## config.mk

```make
export PLATFORM = sky130hd
export DESIGN_NAME = hazard_ctrl_unit
export DESIGN_NICKNAME = d
export VERILOG_FILES = /design/src/rtl/hazard_pkg.sv /design/src/rtl/hazard_fwd_sel.sv /design/src/rtl/hazard_ctrl_unit.sv
export SDC_FILE = /design/constraint.sdc
export NUM_CORES = 1
export LEC_CHECK = 0
export BUFFER_PORTS_ARGS = -buffer_cell sky130_fd_sc_hd__buf_4
export CORE_MARGIN = 2
export CORE_UTILIZATION = 49
export CTS_BUF_LIST = sky130_fd_sc_hd__clkbuf_8
export CTS_CLUSTER_SIZE = 24
export DETAILED_ROUTE_END_ITERATION = 7
export MAX_ROUTING_LAYER = met4
export PLACE_DENSITY = 0.86
export SYNTH_ARGS = -nofsm -noshare
export SYNTH_HDL_FRONTEND = slang
export SYNTH_SLANG_ARGS = --single-unit
```

## constraint.sdc

```tcl
create_clock -name CLK_HazU -period 2.6 [get_ports CLK_HazU]
set_input_delay 0.13 -clock CLK_HazU [delete_from_list [all_inputs] [get_ports CLK_HazU]]
set_output_delay 0.13 -clock CLK_HazU [all_outputs]
set_load 0.01 [all_outputs]
```

## src/rtl/hazard_pkg.sv

```systemverilog
// Shared encodings and helpers for the hazard control unit.
package hazard_pkg;

  typedef enum logic [1:0] {
    FWD_RF  = 2'b00,
    FWD_WB  = 2'b01,
    FWD_MEM = 2'b10
  } fwdSel_t;

  typedef enum logic {
    RUN     = 1'b0,
    MEMWAIT = 1'b1
  } hazState_t;

  localparam logic [4:0] REG_ZERO = 5'd0;

  // A producer matches a consumer only if it writes, is not $zero, and names the same register.
  function automatic logic regHit(input logic wrEn, input logic [4:0] dst, input logic [4:0] src);
    return wrEn && (dst != REG_ZERO) && (dst == src);
  endfunction

endpackage

```

## src/rtl/hazard_fwd_sel.sv

```systemverilog
// E-stage forwarding select for one source operand; the M stage wins over WB.
module hazard_fwd_sel
  import hazard_pkg::*;
(
  input  logic [4:0] src,
  input  logic [4:0] writeRegM,
  input  logic [4:0] writeRegW,
  input  logic       regWriteM,
  input  logic       regWriteW,
  output fwdSel_t    fwdSel
);

  always_comb begin
    fwdSel = FWD_RF;
    if (regHit(regWriteM, writeRegM, src)) begin
      fwdSel = FWD_MEM;
    end else if (regHit(regWriteW, writeRegW, src)) begin
      fwdSel = FWD_WB;
    end
  end

endmodule

```

## src/rtl/hazard_ctrl_unit.sv

```systemverilog
// Stall/flush/forward control for the 5-stage MIPS pipe with a memory-wait FSM.
// Optional stall-cycle counter enabled by defining HAZ_PERF_CNT_EN.
module hazard_ctrl_unit
  import hazard_pkg::*;
#(
  parameter int MEM_TIMEOUT = 16
`ifdef HAZ_PERF_CNT_EN
  ,
  parameter int PERF_W = 32
`endif
) (
  input  logic             CLK_HazU,
  input  logic             RST_HazU,
  input  logic [4:0]       RsD,
  input  logic [4:0]       RtD,
  input  logic [4:0]       RsE,
  input  logic [4:0]       RtE,
  input  logic [4:0]       WriteRegE,
  input  logic [4:0]       WriteRegM,
  input  logic [4:0]       WriteRegW,
  input  logic             RegWriteE,
  input  logic             RegWriteM,
  input  logic             RegWriteW,
  input  logic             MemtoRegE,
  input  logic             MemtoRegM,
  input  logic             BranchD,
  input  logic             PCSrcD,
  input  logic             JumpD,
  input  logic             MemReqM,
  input  logic             MemReadyM,
  output logic             StallF,
  output logic             StallD,
  output logic             StallE,
  output logic             StallM,
  output logic             FlushD,
  output logic             FlushE,
  output logic             FlushW,
  output logic [1:0]       ForwardAE,
  output logic [1:0]       ForwardBE,
  output logic             ForwardAD,
  output logic             ForwardBD,
  output logic             MemTimeout
`ifdef HAZ_PERF_CNT_EN
  ,
  output logic [PERF_W-1:0] StallCnt
`endif
);

  localparam int WCNT_W = (MEM_TIMEOUT > 2) ? $clog2(MEM_TIMEOUT) : 1;
  localparam logic [WCNT_W-1:0] WAIT_LAST = WCNT_W'(MEM_TIMEOUT - 1);

  hazState_t         state, stateNext;
  logic [WCNT_W-1:0] waitCnt, waitCntNext;
  logic              lwStall, brStall, memStall, timeoutNow;
  fwdSel_t           fwdA, fwdB;

  hazard_fwd_sel uFwdA (
    .src      (RsE),
    .writeRegM(WriteRegM),
    .writeRegW(WriteRegW),
    .regWriteM(RegWriteM),
    .regWriteW(RegWriteW),
    .fwdSel   (fwdA)
  );

  hazard_fwd_sel uFwdB (
    .src      (RtE),
    .writeRegM(WriteRegM),
    .writeRegW(WriteRegW),
    .regWriteM(RegWriteM),
    .regWriteW(RegWriteW),
    .fwdSel   (fwdB)
  );

  assign lwStall = MemtoRegE && (RtE != REG_ZERO) && ((RtE == RsD) || (RtE == RtD));

  // Branch compares in D: wait for an ALU result still in E, or a load result still in M.
  assign brStall = BranchD &&
                   (regHit(RegWriteE, WriteRegE, RsD) || regHit(RegWriteE, WriteRegE, RtD) ||
                    regHit(MemtoRegM, WriteRegM, RsD) || regHit(MemtoRegM, WriteRegM, RtD));

  assign timeoutNow = (state == MEMWAIT) && (waitCnt == WAIT_LAST) && !MemReadyM;

  assign memStall = ((state == RUN) && MemReqM && !MemReadyM) ||
                    ((state == MEMWAIT) && !MemReadyM && !timeoutNow);

  always_ff @(posedge CLK_HazU) begin
    if (RST_HazU) begin
      state      <= RUN;
      waitCnt    <= '0;
      MemTimeout <= 1'b0;
    end else begin
      state   <= stateNext;
      waitCnt <= waitCntNext;
      if (timeoutNow) begin
        MemTimeout <= 1'b1;
      end
    end
  end

  always_comb begin
    stateNext   = state;
    waitCntNext = waitCnt;
    case (state)
      RUN: begin
        if (MemReqM && !MemReadyM) begin
          stateNext   = MEMWAIT;
          waitCntNext = WCNT_W'(1);
        end
      end
      MEMWAIT: begin
        if (MemReadyM || timeoutNow) begin
          stateNext   = RUN;
          waitCntNext = '0;
        end else begin
          waitCntNext = waitCnt + 1'b1;
        end
      end
      default: begin
        stateNext   = RUN;
        waitCntNext = '0;
      end
    endcase
  end

  always_comb begin
    StallF    = 1'b0;
    StallD    = 1'b0;
    StallE    = 1'b0;
    StallM    = 1'b0;
    FlushD    = 1'b0;
    FlushE    = 1'b0;
    FlushW    = 1'b0;
    ForwardAE = FWD_RF;
    ForwardBE = FWD_RF;
    ForwardAD = 1'b0;
    ForwardBD = 1'b0;
    if (RST_HazU) begin
      FlushD = 1'b1;
      FlushE = 1'b1;
      FlushW = 1'b1;
    end else begin
      ForwardAE = fwdA;
      ForwardBE = fwdB;
      ForwardAD = regHit(RegWriteM, WriteRegM, RsD);
      ForwardBD = regHit(RegWriteM, WriteRegM, RtD);
      if (memStall) begin
        StallF = 1'b1;
        StallD = 1'b1;
        StallE = 1'b1;
        StallM = 1'b1;
        FlushW = 1'b1;
      end else if (lwStall || brStall) begin
        StallF = 1'b1;
        StallD = 1'b1;
        FlushE = 1'b1;
      end else if (PCSrcD || JumpD) begin
        FlushD = 1'b1;
      end
      // An aborted access must not retire into WB.
      if (timeoutNow) begin
        FlushW = 1'b1;
      end
    end
  end

`ifdef HAZ_PERF_CNT_EN
  always_ff @(posedge CLK_HazU) begin
    if (RST_HazU) begin
      StallCnt <= '0;
    end else if (StallF && (StallCnt != '1)) begin
      StallCnt <= StallCnt + 1'b1;
    end
  end
`else
  // No stall counter in this build.
`endif

endmodule

```

; Word-level counts from Yosys, hierarchy flattened
; Cells that the tools add are included.
[op_classes]
n_addsub = 1
eq_ne = 12
muxes = 27
n_bitwise = 1
n_reduce_logical = 38
[ops]
columns = cell, count
row1 = equality test 5 bit, 10
row2 = logical AND 1 bit, 24
row3 = nonzero test 5 bit, 4
row4 = two-way mux 1 bit, 19
row5 = logical OR 1 bit, 8
row6 = two-way mux 2 bit, 4
row7 = two-way mux 4 bit, 2
row8 = one-hot mux 4 bit (2 select lines), 1
row9 = adder 4 x 1 -> 4 bit (second input constant), 1
row10 = equality test 4 bit (second input constant), 1
row11 = logical NOT 1 bit, 2
row12 = != test 2 x 1 -> 1 bit (second input constant), 1
row13 = one-hot mux 1 bit (2 select lines), 1
row14 = inverter 1 bit, 1
[word_totals]
register_bits = 6
inputBits = 47
out_inout_bits = 14

; Longest topological paths before layout
[depth]
depth_word = 11
mapped_depth = 8
depth_no_buf = 6

; Hierarchy
; Synthesis repeated with hierarchy kept, for this count alone.
[hier_totals]
hier_cells = 142
area_unflattened_um2 = 1081.0
[modules_own_cells]
columns = mod, instances, cells_each, area_per_inst_um2
row1 = hazard_ctrl_unit, 1, 102, 778.2
row2 = hazard_fwd_sel, 2, 20, 151.4

; Worst setup path before layout
; OpenSTA, ideal clock, no wires.
[synth_path]
path_kind = reg-to-output
startpoint = reg waitCnt[0]
endpoint = out StallF
t_arrival_ps = 1776
required_ps = 2470
slack_ps = 694
path_stages_with_launch = 7
path_cell_list = dfxtp_1 -> ha_1 -> nand4_1 -> nor3b_1 -> inv_1 -> a21oi_1 -> buf_4
[synth_between]
elab_chain_len = 8
[synth_lines]
columns = item, line
row1 = from (decl), hazard_ctrl_unit.sv:53  ; logic [WCNT_W-1:0] waitCnt, waitCntNext;
row2 = from (signal assigned), hazard_ctrl_unit.sv:94  ; waitCnt <= waitCntNext;
row3 = equality test 4 bit, hazard_ctrl_unit.sv:82  ; assign timeoutNow = (state == MEMWAIT) && (waitCnt == WAIT_LAST) && !MemReadyM;
row4 = logical AND 1 bit (2 in series), hazard_ctrl_unit.sv:82
row5 = logical NOT 1 bit, hazard_ctrl_unit.sv:85  ; ((state == MEMWAIT) && !MemReadyM && !timeoutNow);
row6 = logical AND 1 bit, hazard_ctrl_unit.sv:85
row7 = logical OR 1 bit, hazard_ctrl_unit.sv:84  ; assign memStall = ((state == RUN) && MemReqM && !MemReadyM) ||
row8 = two-way mux 1 bit (2 in series), -
row9 = to (decl), hazard_ctrl_unit.sv:31  ; output logic StallF,
; Every way passes these cells.

; Worst setup path in the final report
[layout_path]
startpoint = reg waitCnt[0]
endpoint = out FlushD
[layout_between]
elab_chain_len = 8
[layout_lines]
columns = item, line
row1 = equality test 4 bit, hazard_ctrl_unit.sv:82
row2 = logical AND 1 bit (2 in series), hazard_ctrl_unit.sv:82
row3 = logical NOT 1 bit, hazard_ctrl_unit.sv:85
row4 = logical AND 1 bit, hazard_ctrl_unit.sv:85
row5 = logical OR 1 bit, hazard_ctrl_unit.sv:84
row6 = two-way mux 1 bit, hazard_ctrl_unit.sv:147  ; if (memStall) begin
row7 = two-way mux 1 bit, hazard_ctrl_unit.sv:138  ; if (RST_HazU) begin
row8 = to (decl), hazard_ctrl_unit.sv:35  ; output logic FlushD,
; Every way passes these cells.

==> results.sh <==
export IMPL_status="complete, no violations"
export IMPL_reg2reg_to="waitCnt[3]$_SDFFE_PP0P_"
export IMPL_max_cap_violations=0
export IMPL_first_global_vias=1265
export IMPL_hpwl_um=2760
export IMPL_synthTopCellsByArea="xor2_1 (26%), xnor2_1 (17%), dfxtp_1 (12%), nand3_1 (4.8%), nor2_1 (4.7%)"
export IMPL_synth_yosys_seq_area_share=0.116
export IMPL_critPathMaxFanout=6
export IMPL_hold_depth=2
export IMPL_fin_nets=241
export IMPL_die_area_mm2=0.00250
export IMPL_r2r_setup_slack_ps=1250
export IMPL_slew_violations=0
export IMPL_arrival_ps=1860
export IMPL_totalWireLength_um=3190
export IMPL_async_reset_ff_frac=0
export IMPL_place_congestion=0.889
export IMPL_min_path_type="input port to flip-flop"
export IMPL_setup_tns_ps=0
export IMPL_io_pin_count=61
export IMPL_yosys_warnings=0
export IMPL_synthesis_area_mm2=0.00104
export IMPL_layout_drive_gt1_share=0.340
export IMPL_post_cts_setup_buffer_count=0
export IMPL_min_to="waitCnt[3]$_SDFFE_PP0P_"
export IMPL_grt_pass1_wl_um=5300
export IMPL_total_power_uw=444
export IMPL_antennaDiodeCount=0
export IMPL_final_hold_violation_count=0
export IMPL_worstReg2RegStart="waitCnt[0]$_SDFFE_PP0P_"
export IMPL_synthFlopType="dfxtp_1"
export IMPL_p_leak_nw=0.659
export IMPL_crit_chain="ha_1 > nand4_1 > nor3b_1 > nor2_1 > a21o_1 > buf_4"
export IMPL_worstPathRequired_ps=2470
export IMPL_worst_pin_slew_ps=478
export IMPL_fillers=165
export IMPL_synthesis_nets=189
export IMPL_hp_start="RST_HazU"
export IMPL_netlist_instances=141
export IMPL_cts_max_level=1
export IMPL_critPathSlowestCell="nor3b_1"
export IMPL_clk_latency_ps=230
export IMPL_cts_made_buffers=3
export IMPL_yosysTopAreaCell="xor2_1"
export IMPL_drt_initial_drc_count=23
export IMPL_drtAntennaViolNets=0
export IMPL_area_growth_pct=43.7
export IMPL_stdcell_count=218
export IMPL_avgSynthCellArea_um2=7.37
export IMPL_synth_edf_count=0
export IMPL_grt_max_degree=15
export IMPL_die_w_um=50.0
export IMPL_antenna_found_initial=0
export IMPL_yosysMostFrequentCell="xor2_1"
export IMPL_synth_seq_cells=6
export IMPL_power_density_mw_per_mm2=298
export IMPL_grt_overflow=0
export IMPL_setup_slack_ps=615
export IMPL_routed_via_count=1181
export IMPL_fp_row_count=16
export IMPL_dp_cells=215
export IMPL_fin_crit_sh=0.764
export IMPL_cts_tree="built"
export IMPL_r2r_cells=5
export IMPL_portBuffers=60
export IMPL_fmax_mhz=504
export IMPL_wl_per_cell_um=14.6
export IMPL_critPathLaunchType="flip-flop"
export IMPL_synth_distinct_cells=32
export IMPL_criticalPathCategory="flip-flop to output pin"
export IMPL_critPathCaptureType="output pin"
export IMPL_peakVddDrop_v=0.000267
export IMPL_max_stage_delay_ps=450
export IMPL_clk_path_buf_depth=2
export IMPL_skew_ps=1.06
export IMPL_drc_errors=0
export IMPL_via_per_inst=5.42
export IMPL_pre_cts_slack_ps=851
export IMPL_ys_top_cells_by_count="xor2_1 (31), xnor2_1 (20), nor2_1 (13)"
export IMPL_setup_viol=0
export IMPL_rsz0062_at_grt="no"
export IMPL_ctsResizeCount=0
export IMPL_cts_hold_buf=0
export IMPL_min_period_ps=1990
export IMPL_cts_reportedPaths_clkPinSlew_ps=40
export IMPL_synth_top_area_frac=0.261
export IMPL_start_util=0.524
export IMPL_slew_headroom=0.681
export IMPL_clock_sinks=6
export IMPL_cts_root_buffer="clkbuf_8"
export IMPL_track_usage=0.282
export IMPL_core_area_mm2=0.00198
export IMPL_die_y_um=50.0
export IMPL_dr_pass1_iters=4
-- logic make-up after synthesis --
group	Yosys count	share of synthesized area
AO/OA/AOI/OAI	15	0.0964
adder cells (fa/ha/maj)	1	0.0120
XOR/XNOR	51	0.430
AND/OR/NAND/NOR	53	0.270
flip-flops	6	0.116
buffers and inverters	15	0.0759
-- where the power goes --
part,switching [mW],internal (mW)
registers,0.00236,0.0948
clock network,0.0424,0.0996
logic,0.0964,0.109
-- layout by cell type (no fill, tap or decap), drive strengths merged, types with 3 or more instances in the layout --
master | netlist | layout
nor2 | 13 | 13
or4 | 3 | 3
xor2 | 31 | 31
xnor2 | 20 | 20
nor4 | 4 | 4
nand2 | 4 | 4
a21oi | 6 | 6
dfxtp | 6 | 6
nor3 | 10 | 10
nand3 | 10 | 10
clkbuf | 4 | 3
buf | 9 | 60
-- layout make-up --
cell class | instances | area [um2] | area share
Tap cell | 27 | 33.8 | 0.0226
Inverter | 2 | 7.51 | 0.00503
Multi-Input combinational cell | 120 | 840 | 0.562
Clock buffer | 3 | 41.3 | 0.0277
Sequential cell | 6 | 120 | 0.0805
Timing Repair Buffer | 60 | 450 | 0.302
-- per-layer routing --
layer	wire length [um]	vias to the layer above	GRT usage
met5	0	-	-
met4	41	0	0.148
met3	146	4	0.0364
met2	1820	37	0.546
met1	1180	561	0.263
li1	-	579	-
-- worst max path at each step --
stage	from	endpoint	cells past startpoint
floorplan	waitCnt[0]$_SDFFE_PP0P_	StallF	6
global placement	waitCnt[0]$_SDFFE_PP0P_	StallD	6
detailed placement	waitCnt[0]$_SDFFE_PP0P_	FlushD	6
CTS	waitCnt[0]$_SDFFE_PP0P_	FlushD	6
global route	waitCnt[0]$_SDFFE_PP0P_	StallF	6
finish	waitCnt[0]$_SDFFE_PP0P_	FlushD	6
-- worst max-delay path, delay by kind of cell, from the launching register on --
| kind | cells | cell delay (ps) |
|---|---|---|
| buffers and inverters | 1 | 130 |
| AND/OR/NAND/NOR | 3 | 750 |
| flip-flops | 1 | 320 |
| adder cells (fa/ha/maj) | 1 | 230 |
| AO/OA/AOI/OAI | 1 | 190 |
-- flip-flops by register name, summed over array words and instances (netlist names) --
register and flops:
waitCnt 4, state 1, MemTimeout 1
-- stage by stage --
| stage | utilization | instance area [um2] | hold WS, ps |
|---|---|---|---|
| after floorplan | - | 1040 | 206 |
| after global placement | 0.732 | 1450 | 417 |
| after detailed placement | 0.732 | 1450 | 419 |
| after CTS | 0.753 | 1490 | 180 |
| after global routing | 0.753 | 1490 | 208 |
| final | 0.753 | 1490 | 180 |
Note: power is estimated with default switching activity, not from simulation.
